### src/rtl/ifu_pkg.sv
// Shared IFU constants and the set-associative cache FSM encoding.
package ifu_pkg;

  localparam logic VALID = 1'b1;
  localparam logic HIT   = 1'b1;

  typedef logic [2:0] t_ifu_sa_state;

  localparam t_ifu_sa_state IDLE      = 3'd0;
  localparam t_ifu_sa_state LOOKUP    = 3'd1;
  localparam t_ifu_sa_state MISS_REQ  = 3'd2;
  localparam t_ifu_sa_state MISS_WAIT = 3'd3;
  localparam t_ifu_sa_state FLUSH     = 3'd4;

endpackage

### src/rtl/ifu_plru_tree.sv
// Combinational tree-PLRU for one set: victim walk and access update.
module ifu_plru_tree #(
  parameter  int NUM_WAYS = 4,
  localparam int P_BITS   = $clog2(NUM_WAYS)
) (
  input  logic [NUM_WAYS-2:0] tree,
  input  logic [P_BITS-1:0]   accessWay,
  input  logic                accessValid,
  output logic [P_BITS-1:0]   victimWay,
  output logic [NUM_WAYS-2:0] nextTree
);

  always_comb begin : victim_walk
    int node;
    node      = 0;
    victimWay = '0;
    for (int l = 0; l < P_BITS; l++) begin
      victimWay = P_BITS'({victimWay, tree[node[P_BITS-1:0]]});
      node = 2 * node + 1 + int'(tree[node[P_BITS-1:0]]);
    end
  end

  // each node on the accessed way's path is turned to point away from it
  always_comb begin : update_walk
    int node;
    int dir;
    node     = 0;
    dir      = 0;
    nextTree = tree;
    if (accessValid) begin
      for (int l = 0; l < P_BITS; l++) begin
        dir = int'(accessWay >> (P_BITS - 1 - l)) & 1;
        nextTree[node[P_BITS-1:0]] = (dir == 0);
        node = 2 * node + 1 + dir;
      end
    end
  end

endmodule

### src/rtl/ifu_sa_cache.sv
// Set-associative IFU instruction cache with PLRU, miss FSM and flush.
module ifu_sa_cache
  import ifu_pkg::*;
#(
  parameter  int ADDR_WIDTH   = 32,
  parameter  int OFFSET_WIDTH = 4,
  parameter  int NUM_SETS     = 4,
  parameter  int NUM_WAYS     = 4,
  localparam int LINE_WIDTH   = 8 << OFFSET_WIDTH,
  localparam int SET_WIDTH    = $clog2(NUM_SETS),
  localparam int LADDR_WIDTH  = ADDR_WIDTH - OFFSET_WIDTH
) (
  input  logic                   Clock,
  input  logic                   Rst,
  input  logic                   cpu_reqValidIn,
  input  logic [ADDR_WIDTH-1:0]  cpu_reqAddrIn,
  output logic                   cpu_reqReadyOut,
  output logic                   cpu_rspValidOut,
  output logic [ADDR_WIDTH-1:0]  cpu_rspAddrOut,
  output logic [LINE_WIDTH-1:0]  cpu_rspInsLineOut,
  output logic                   mem_reqValidOut,
  output logic [LADDR_WIDTH-1:0] mem_reqLineAddrOut,
  input  logic                   mem_reqReadyIn,
  input  logic                   mem_rspValidIn,
  input  logic [LADDR_WIDTH-1:0] mem_rspLineAddrIn,
  input  logic [LINE_WIDTH-1:0]  mem_rspInsLineIn,
  input  logic                   flushIn,
  output logic                   hitStatusOut,
  output logic [15:0]            missCountOut
);

  localparam int P_BITS    = $clog2(NUM_WAYS);
  localparam int TAG_WIDTH = LADDR_WIDTH - SET_WIDTH;
  localparam int SIDX_W    = (SET_WIDTH > 0) ? SET_WIDTH : 1;

  typedef logic [TAG_WIDTH-1:0]  t_tag;
  typedef logic [LINE_WIDTH-1:0] t_line;
  typedef logic [NUM_WAYS-2:0]   t_tree;

  t_ifu_sa_state         state_q, state_d;
  logic [ADDR_WIDTH-1:0] req_addr_q, req_addr_d;
  logic                  flush_pend_q, flush_pend_d;
  logic [15:0]           miss_cnt_q, miss_cnt_d;
  logic                  rsp_valid_q, rsp_valid_d;
  logic                  hit_q, hit_d;
  logic [ADDR_WIDTH-1:0] rsp_addr_q, rsp_addr_d;
  t_line                 rsp_line_q, rsp_line_d;
  logic                  mem_req_q, mem_req_d;

  logic [NUM_WAYS-1:0] valid_q [NUM_SETS];
  t_tree               plru_q  [NUM_SETS];
  t_tag                tag_q   [NUM_SETS][NUM_WAYS];
  t_line               data_q  [NUM_SETS][NUM_WAYS];

  logic [SIDX_W-1:0] set_idx;
  t_tag              req_tag;
  logic              hit;
  logic [P_BITS-1:0] hit_way;
  logic              has_inv;
  logic [P_BITS-1:0] inv_way;
  logic [P_BITS-1:0] plru_victim;
  logic [P_BITS-1:0] fill_way;
  logic [P_BITS-1:0] access_way;
  t_tree             plru_next;
  logic              hit_en;
  logic              fill_en;
  logic              flush_en;
  logic              req_fire;
  logic              rsp_match;

  if (SET_WIDTH > 0) begin : g_set
    assign set_idx = req_addr_q[OFFSET_WIDTH +: SIDX_W];
  end else begin : g_noset
    assign set_idx = '0;
  end

  assign req_tag   = req_addr_q[ADDR_WIDTH-1 -: TAG_WIDTH];
  assign req_fire  = cpu_reqValidIn && cpu_reqReadyOut;
  assign rsp_match = mem_rspValidIn &&
    (mem_rspLineAddrIn == req_addr_q[ADDR_WIDTH-1:OFFSET_WIDTH]);

  always_comb begin
    hit     = 1'b0;
    hit_way = '0;
    has_inv = 1'b0;
    inv_way = '0;
    for (int w = NUM_WAYS - 1; w >= 0; w--) begin
      if (valid_q[set_idx][w] && tag_q[set_idx][w] == req_tag) begin
        hit     = 1'b1;
        hit_way = P_BITS'(w);
      end
      if (!valid_q[set_idx][w]) begin
        has_inv = 1'b1;
        inv_way = P_BITS'(w);
      end
    end
  end

  assign fill_way   = has_inv ? inv_way : plru_victim;
  assign access_way = fill_en ? fill_way : hit_way;

  ifu_plru_tree #(
    .NUM_WAYS(NUM_WAYS)
  ) u_plru (
    .tree       (plru_q[set_idx]),
    .accessWay  (access_way),
    .accessValid(hit_en || fill_en),
    .victimWay  (plru_victim),
    .nextTree   (plru_next)
  );

  always_comb begin
    state_d      = state_q;
    req_addr_d   = req_addr_q;
    flush_pend_d = flush_pend_q || (flushIn && state_q != IDLE);
    miss_cnt_d   = miss_cnt_q;
    rsp_valid_d  = 1'b0;
    hit_d        = 1'b0;
    rsp_addr_d   = rsp_addr_q;
    rsp_line_d   = rsp_line_q;
    mem_req_d    = mem_req_q;
    hit_en       = 1'b0;
    fill_en      = 1'b0;
    flush_en     = 1'b0;
    unique case (state_q)
      IDLE: begin
        if (req_fire) begin
          req_addr_d = cpu_reqAddrIn;
          state_d    = LOOKUP;
          if (flushIn) flush_pend_d = 1'b1;
        end else if (flush_pend_q || flushIn) begin
          state_d = FLUSH;
        end
      end
      LOOKUP: begin
        if (hit) begin
          hit_en      = 1'b1;
          rsp_valid_d = 1'b1;
          hit_d       = HIT;
          rsp_addr_d  = req_addr_q;
          rsp_line_d  = data_q[set_idx][hit_way];
          state_d     = IDLE;
        end else begin
          if (miss_cnt_q != 16'hFFFF) miss_cnt_d = miss_cnt_q + 16'd1;
          mem_req_d = 1'b1;
          state_d   = MISS_REQ;
        end
      end
      MISS_REQ: begin
        if (mem_reqReadyIn) begin
          mem_req_d = 1'b0;
          state_d   = MISS_WAIT;
        end
      end
      MISS_WAIT: begin
        if (rsp_match) begin
          fill_en     = 1'b1;
          rsp_valid_d = 1'b1;
          rsp_addr_d  = req_addr_q;
          rsp_line_d  = mem_rspInsLineIn;
          state_d     = IDLE;
        end
      end
      FLUSH: begin
        flush_en     = 1'b1;
        flush_pend_d = 1'b0;
        state_d      = IDLE;
      end
      default: state_d = IDLE;
    endcase
  end

  always_ff @(posedge Clock) begin
    if (Rst) begin
      state_q      <= IDLE;
      req_addr_q   <= '0;
      flush_pend_q <= 1'b0;
      miss_cnt_q   <= '0;
      rsp_valid_q  <= 1'b0;
      hit_q        <= 1'b0;
      rsp_addr_q   <= '0;
      rsp_line_q   <= '0;
      mem_req_q    <= 1'b0;
    end else begin
      state_q      <= state_d;
      req_addr_q   <= req_addr_d;
      flush_pend_q <= flush_pend_d;
      miss_cnt_q   <= miss_cnt_d;
      rsp_valid_q  <= rsp_valid_d;
      hit_q        <= hit_d;
      rsp_addr_q   <= rsp_addr_d;
      rsp_line_q   <= rsp_line_d;
      mem_req_q    <= mem_req_d;
    end
  end

  always_ff @(posedge Clock) begin
    if (Rst || flush_en) begin
      for (int s = 0; s < NUM_SETS; s++) begin
        valid_q[s] <= '0;
        plru_q[s]  <= '0;
      end
    end else begin
      if (hit_en || fill_en) plru_q[set_idx] <= plru_next;
      if (fill_en) valid_q[set_idx][fill_way] <= VALID;
    end
  end

  // tags and data survive flush; only valid bits gate their use
  always_ff @(posedge Clock) begin
    if (fill_en) begin
      tag_q[set_idx][fill_way]  <= req_tag;
      data_q[set_idx][fill_way] <= mem_rspInsLineIn;
    end
  end

  assign cpu_reqReadyOut    = (state_q == IDLE) && !flush_pend_q && !Rst;
  assign cpu_rspValidOut    = rsp_valid_q;
  assign cpu_rspAddrOut     = rsp_addr_q;
  assign cpu_rspInsLineOut  = rsp_line_q;
  assign mem_reqValidOut    = mem_req_q;
  assign mem_reqLineAddrOut = req_addr_q[ADDR_WIDTH-1:OFFSET_WIDTH];
  assign hitStatusOut       = hit_q;
  assign missCountOut       = miss_cnt_q;

endmodule

### config.mk
export PLATFORM = sky130hd
export DESIGN_NAME = ifu_sa_cache
export DESIGN_NICKNAME = d
export VERILOG_FILES = /design/src/rtl/ifu_pkg.sv /design/src/rtl/ifu_plru_tree.sv /design/src/rtl/ifu_sa_cache.sv
export SDC_FILE = /design/constraint.sdc
export NUM_CORES = 2
export LEC_CHECK = 0
export BUFFER_PORTS_ARGS = -buffer_cell sky130_fd_sc_hd__buf_2
export CORE_ASPECT_RATIO = 0.5
export CORE_MARGIN = 1.5
export CORE_UTILIZATION = 56
export CTS_CLUSTER_SIZE = 25
export DETAILED_ROUTE_END_ITERATION = 6
export HOLD_SLACK_MARGIN = 0.06
export PLACE_DENSITY = 0.77
export REMOVE_ABC_BUFFERS = 1
export SLEW_MARGIN = 10
export SYNTH_ARGS = -nofsm -noshare
export SYNTH_HDL_FRONTEND = slang
export SYNTH_SLANG_ARGS = --single-unit
export TNS_END_PERCENT = 100
### constraint.sdc
create_clock -name Clock -period 10.1 [get_ports Clock]
set_clock_uncertainty 0.1 [all_clocks]
set_input_delay 1.01 -clock Clock [delete_from_list [all_inputs] [get_ports Clock]]
set_output_delay 1.01 -clock Clock [all_outputs]
set_load 0.005 [all_outputs]
**Word level (Yosys, flattened, before mapping)**

Memories as Yosys holds them, arrays and structs flattened. A register that Yosys moved wholly into a read port is not among the register bits.
Cells that the tools add are included.

- Bitwise operators: 3
- Equality and inequality tests: 15
- Add/sub/neg operators: 3
- Muxes and demuxes: 81
- Reductions and logical operators: 31
- $lt $le $gt $ge: 8

Operators by type and width:

| kind | count |
|---|---|
| $mux W128 | 5 |
| $mux W512 | 1 |
| $bmux W128 S2 | 1 |
| $demux W128 S2 | 1 |
| $pmux W128 S2 | 1 |
| $eq A26 B26 Y1 | 4 |
| $mux W104 | 1 |
| $logic_not A32 Y1 | 2 |
| $mux W32 | 2 |
| $pmux W32 S2 | 1 |
| $demux W26 S2 | 1 |
| $mux W2 | 21 |
| $eq A28 B28 Y1 | 1 |
| $mux W1 | 28 |
| $mux W26 | 1 |
| $mux W3 | 6 |
| $add A16 B1 Y16 const B | 1 |
| $ne A16 B16 Y1 const B | 1 |
| $logic_and A1 B1 Y1 | 12 |
| $mux W4 | 3 |
| $pmux W3 S4 | 1 |
| $reduce_and A3 Y1 | 4 |
| $lt A2 B3 Y1 const B | 3 |
| $ne A2 B2 Y1 const B | 4 |
| other kinds (22) | 35 |

- Bits in writable memories: 2492
- Memories: 4
- Output and inout port bits: 208
- Logic and storage cells: 154
- Bits in registers: 215

Memory list:

| name | words | width | rd ports | clocked after Yosys merged registers in | write ports | line | source |
|---|---|---|---|---|---|---|---|
| data_q | 4 | 512 | 1 | 1 | 1 | ifu_sa_cache.sv:53 | `t_line data_q [NUM_SETS][NUM_WAYS];` |
| tag_q | 4 | 104 | 1 | 1 | 1 | ifu_sa_cache.sv:52 | `t_tag tag_q [NUM_SETS][NUM_WAYS];` |
| valid_q | 4 | 4 | 1 | 1 | 4 | ifu_sa_cache.sv:50 | `logic [NUM_WAYS-1:0] valid_q [NUM_SETS];` |
| plru_q | 4 | 3 | 1 | 1 | 4 | ifu_sa_cache.sv:51 | `t_tree plru_q [NUM_SETS];` |

**Longest topological paths before layout**

- Word-level depth: 15
- Depth in mapped cells: 18
- Gate-level depth less buffers: 10

**Cells and area by module**

A second synthesis with hierarchy kept.

- Cells, all modules: 5147
- Area, all modules: 105132.1 sq um

Modules (own cells, without submodules):

| module | cells each | seq. area each (sq um) | area each (sq um) | times used |
|---|---|---|---|---|
| ifu_sa_cache | 5137 | 79175.9 | 105070.8 | 1 |
| ifu_plru_tree | 10 | 0.0 | 61.3 | 1 |

**Worst setup path before layout**

No wires, ideal clock.

- Path kind: register to register
- From: reg with a tool-made name
- To: mem data_q[1][384] (netlist name) (enable)
- Stages on the path, launching flop included: 17
- Path slack: 0.097 ns
- Data required time: 9.330 ns
- Data arrival time: 9.232 ns
- Cells stage by stage: dfxtp_1 buf_6 buf_8 buf_8 buf_6 buf_4 buf_2 buf_4 mux4_2 mux2i_1 nand2_1 nand2_1 a21boi_1 nor3_1 nand2_1 clkbuf_1 nor2_1

RTL lines:

| element | line |
|---|---|
| end: declaration | ifu_sa_cache.sv:53 |

==> reports/results.ini <==
[synthesis]
synth_top_cells_by_area = sky130_fd_sc_hd__edfxtp_1, sky130_fd_sc_hd__mux4_2, sky130_fd_sc_hd__dfxtp_1, sky130_fd_sc_hd__mux2_4, sky130_fd_sc_hd__a21oi_2
syn_area_per_cell_um2 = 20.7
synth_area_um2 = 108000
ys_types = 84
synthesis.instances = 5215
postSynthRegisterBits = 2709
yosysWarnings = 0
synth_async_sr_flop_share_pct = 0
ys_seq_area_share_pct = 73.2
post-synth-top-area-cell = sky130_fd_sc_hd__edfxtp_1
number_of_enable_type_register_cells_in_the_synthesized_netlist = 2492
yosys_most_used_dff = sky130_fd_sc_hd__edfxtp_1
synth.top_cell.area_share_pct = 69.2

[sta]
final.period_utilization_pct = 63.9
rsz0062_at_grt = no
final.hold.worst_slack_ps = 294
report.final.slew_viol_count = 0
tightest_slew_ps = 1230
setup-tns-final_ps = 0
finalHoldViolCount = 0
slew-limit-headroom_pct = 18.1
max_clock_freq_ghz = 0.155
finalWorstPathRequiredPeriod_ps = 6460
worst_slack_ps = 3640
timing.final.setup_violations = 0

[power_and_ir_drop]
peak_supply_drop_uv = 172
p_per_area_nw_per_um2 = 191
cellLeakagePower_nw = 38.5
total_power_mw = 22.8

[finish]
drive_gt1_share_pct = 35.1
nFillCells = 12400
post_route_core_utilization_pct = 62.8
nNetsFinal = 5806
final_cell_area_um2 = 120000
final_cells = 8344
area_growth_syn_to_layout_pct = 10.7

[worst_hold_path]
worstHoldPathCells = 3
hold_end = req_addr_q[18]
origin_of_the_worst_min_delay_path = cpu_reqAddrIn[18]
holdCritPathClass = in2reg

[floorplan]
die_w_um = 625
core_um2 = 191000
die_y_um = 314
num_rows = 113
die_area_um2 = 196000
top_level_ports = 402
initial_core_utilization_pct = 56.7

[flow_run]
max_cap_violations = 0

[grt]
global_route.usage.met3_pct = 4.51
first_pass_grt_wire_length_um = 378000
pin_count_of_the_biggest_net_entering_global_routing = 156
grt_use_total_pct = 26.4
met1_usage_pct = 36.3
grt_overflow_total = 0
globalRoute.busiestLayer = met2
antenna_found_initial = 43
grtUsageMet2_pct = 43.7
grt_pass1_vias = 55600

[placed_design]
place_worst_setup_slack_ps = 3740
detailed_place_hpwl_um = 131000
gp_routability_congestion = 0.847
place_area_um2 = 112000
placed_cells_incl_taps = 7909
count_of_buffers_inserted_at_the_top_level_ports = 401

[clocking]
cts_setup_buffers = 0
cell_chosen_for_the_clock_root = sky130_fd_sc_hd__clkbuf_16
holdBufCountCts = 0
cts_inserted_buffers = 230
tritoncts = done
cts.clk_slew.worst_paths_ps = 70
clock_insertion_delay_worst_skew_ps = 860
max-clock-path-buffers = 4
ctsHtreeMaxLevel = 4
cts_resized = 0
clock_sink_count = 2709

[routing]
route.detailed.wl_per_inst_um = 31.0
avgViaCountPerCell = 6.54
drc_errors = 0
drt-pass1-iter-count = 6
num_vias = 54600
drt_iter0_drc = 7118
wl_um = 259000
drtAntennaViolNets = 0

[worst_setup_path]
worstReg2RegEnd = cpu_rspInsLineOut[10]
regToRegSetupSlack_ps = 3640
start_to_end_type_of_the_worst_setup_path = reg2reg
rr_worst_depth = 12
worst-endpoint-arrival_ps = 7050
worstPathRequired_ps = 10700
timing.critical_path.to_type = flip-flop
startpoint_type = flip-flop
crit_fanout = 43

[status]
status = completed

==> layer usage <==
layer / part of all wire (%) / up-vias
met5: 0.037 / -
met2: 50 / 3053
li1: - / 22200
met4: 3.1 / 16
met3: 9.0 / 494
met1: 38 / 28800
==> cell families (layout without fill, tap and decap cells) <==
family	count (synthesis)	in the layout	share of synthesized area [%]
buffers and inverters	362	944	2.05
xor gates and xnor gates	126	126	1.03
AOI/OAI and AO/OA	674	674	5.20
muxes	962	962	16.8
adders and majority gates	1	1	0.0116
other	0	17	0
DFF	2709	2709	73.2
and+or+nand+nor	381	381	1.71
==> synthesized netlist by cell type, types with 4 or more instances <==
cell                        count
sky130_fd_sc_hd__a211oi_1       4
sky130_fd_sc_hd__a21oi_1       70
sky130_fd_sc_hd__a21oi_2      239
sky130_fd_sc_hd__a221oi_1       6
sky130_fd_sc_hd__a22oi_1       44
sky130_fd_sc_hd__a22oi_2       88
sky130_fd_sc_hd__and2_1         8
sky130_fd_sc_hd__and3_1         5
sky130_fd_sc_hd__and4_1         5
sky130_fd_sc_hd__buf_1         14
sky130_fd_sc_hd__buf_12        23
sky130_fd_sc_hd__buf_2         54
sky130_fd_sc_hd__buf_4         65
sky130_fd_sc_hd__buf_6         17
sky130_fd_sc_hd__buf_8          4
sky130_fd_sc_hd__clkbuf_1     168
sky130_fd_sc_hd__dfxtp_1      217
sky130_fd_sc_hd__edfxtp_1    2492
sky130_fd_sc_hd__inv_1         17
sky130_fd_sc_hd__mux2_1        32
sky130_fd_sc_hd__mux2_2        36
sky130_fd_sc_hd__mux2_4       200
sky130_fd_sc_hd__mux2i_1       98
sky130_fd_sc_hd__mux4_2       596
sky130_fd_sc_hd__nand2_1      119
sky130_fd_sc_hd__nand2b_1      11
sky130_fd_sc_hd__nand3_1       23
sky130_fd_sc_hd__nand4_1       33
sky130_fd_sc_hd__nor2_1       109
sky130_fd_sc_hd__nor2b_1        8
sky130_fd_sc_hd__nor3_1        17
sky130_fd_sc_hd__nor4_1        13
sky130_fd_sc_hd__o2111ai_1      6
sky130_fd_sc_hd__o21ai_0       25
sky130_fd_sc_hd__o21ai_1        8
sky130_fd_sc_hd__o21bai_1     129
sky130_fd_sc_hd__o22ai_1        5
sky130_fd_sc_hd__o31ai_1        6
sky130_fd_sc_hd__xnor2_1       95
sky130_fd_sc_hd__xor2_1        29
==> power by group <==
part           total [mW]  internal, mW  switching [mW]  leakage, nW
combinational        1.75         0.808           0.943         10.7
sequential           12.4          12.3          0.0533         24.2
clock                8.72          4.80            3.92         3.58
==> flip-flops by register name (all words and copies together) (netlist names), 3 cells and up, named ones only <==
signal and count:
plru_q 12, missCountOut 16, cpu_rspInsLineOut 128, data_q 2048, tag_q 416, valid_q 16, state_q 3, cpu_rspAddrOut 32
req_addr_q 32
==> worst max-delay path by stage <==
| stage | start | to | slack (ps) | cells after the start |
|---|---|---|---|---|
| after global routing | flip-flop | cpu_rspInsLineOut[2] | 3440 | 12 |
| after global placement | flip-flop | cpu_rspInsLineOut[2] | 3800 | 12 |
| after floorplan | flip-flop | cpu_rspInsLineOut[0] | -33430 | 9 |
| after detailed placement | flip-flop | cpu_rspInsLineOut[2] | 3740 | 12 |
| after CTS | flip-flop | cpu_rspInsLineOut[10] | 3660 | 12 |
| final | flip-flop | cpu_rspInsLineOut[10] | 3640 | 12 |
==> worst max-delay path, stage by stage, from the launching register on <==
cell and delay, ps:
sky130_fd_sc_hd__dfxtp_4 780, sky130_fd_sc_hd__buf_4 840, sky130_fd_sc_hd__mux4_2 630, sky130_fd_sc_hd__xnor2_1 320
sky130_fd_sc_hd__nand4_1 140, sky130_fd_sc_hd__or4b_1 590, sky130_fd_sc_hd__a2111o_1 530, sky130_fd_sc_hd__o31ai_2 100
sky130_fd_sc_hd__and2_4 620, sky130_fd_sc_hd__buf_4 770, sky130_fd_sc_hd__mux2_2 430, sky130_fd_sc_hd__a21oi_1 210
sky130_fd_sc_hd__a21oi_2 90
==> placed cells by master, fill, tap and decap left out, types with 8 or more instances in the layout <==
cell type / n
sky130_fd_sc_hd__buf_2: 400
sky130_fd_sc_hd__o21bai_1: 129
sky130_fd_sc_hd__buf_12: 24
sky130_fd_sc_hd__a21oi_2: 240
sky130_fd_sc_hd__nor2_4: 18
sky130_fd_sc_hd__nor2b_1: 8
sky130_fd_sc_hd__mux4_2: 596
sky130_fd_sc_hd__dfxtp_1: 215
sky130_fd_sc_hd__xnor2_1: 95
sky130_fd_sc_hd__buf_4: 84
sky130_fd_sc_hd__nand2b_1: 11
sky130_fd_sc_hd__nand4_1: 33
sky130_fd_sc_hd__nor3_1: 16
sky130_fd_sc_hd__a22oi_2: 88
sky130_fd_sc_hd__nand3_1: 23
sky130_fd_sc_hd__nand2_1: 119
sky130_fd_sc_hd__nor2_1: 91
sky130_fd_sc_hd__clkinv_1: 41
sky130_fd_sc_hd__edfxtp_1: 2492
sky130_fd_sc_hd__a21oi_1: 69
sky130_fd_sc_hd__clkbuf_16: 233
sky130_fd_sc_hd__mux2_1: 32
sky130_fd_sc_hd__nor4_1: 13
sky130_fd_sc_hd__clkbuf_8: 24
sky130_fd_sc_hd__mux2i_1: 98
sky130_fd_sc_hd__clkinv_2: 40
sky130_fd_sc_hd__xor2_1: 29
sky130_fd_sc_hd__a22oi_1: 44
sky130_fd_sc_hd__clkbuf_1: 49
sky130_fd_sc_hd__o21ai_1: 8
sky130_fd_sc_hd__mux2_4: 200
sky130_fd_sc_hd__mux2_2: 36
sky130_fd_sc_hd__bufinv_16: 16
sky130_fd_sc_hd__diode_2: 17
sky130_fd_sc_hd__inv_1: 17
sky130_fd_sc_hd__o21ai_0: 25
==> cell type report <==
class	instances	area (um^2)	area share, %
sequential	2709	79200	66.1
timing repair buffer	509	3130	2.61
inverter	17	63.8	0.0533
tap	2530	3170	2.64
multi-input combinational	2144	26900	22.5
clock inverter	111	948	0.792
antenna	17	42.5	0.0355
clock buffer	307	6340	5.29
(Power assumes the default switching activity.)
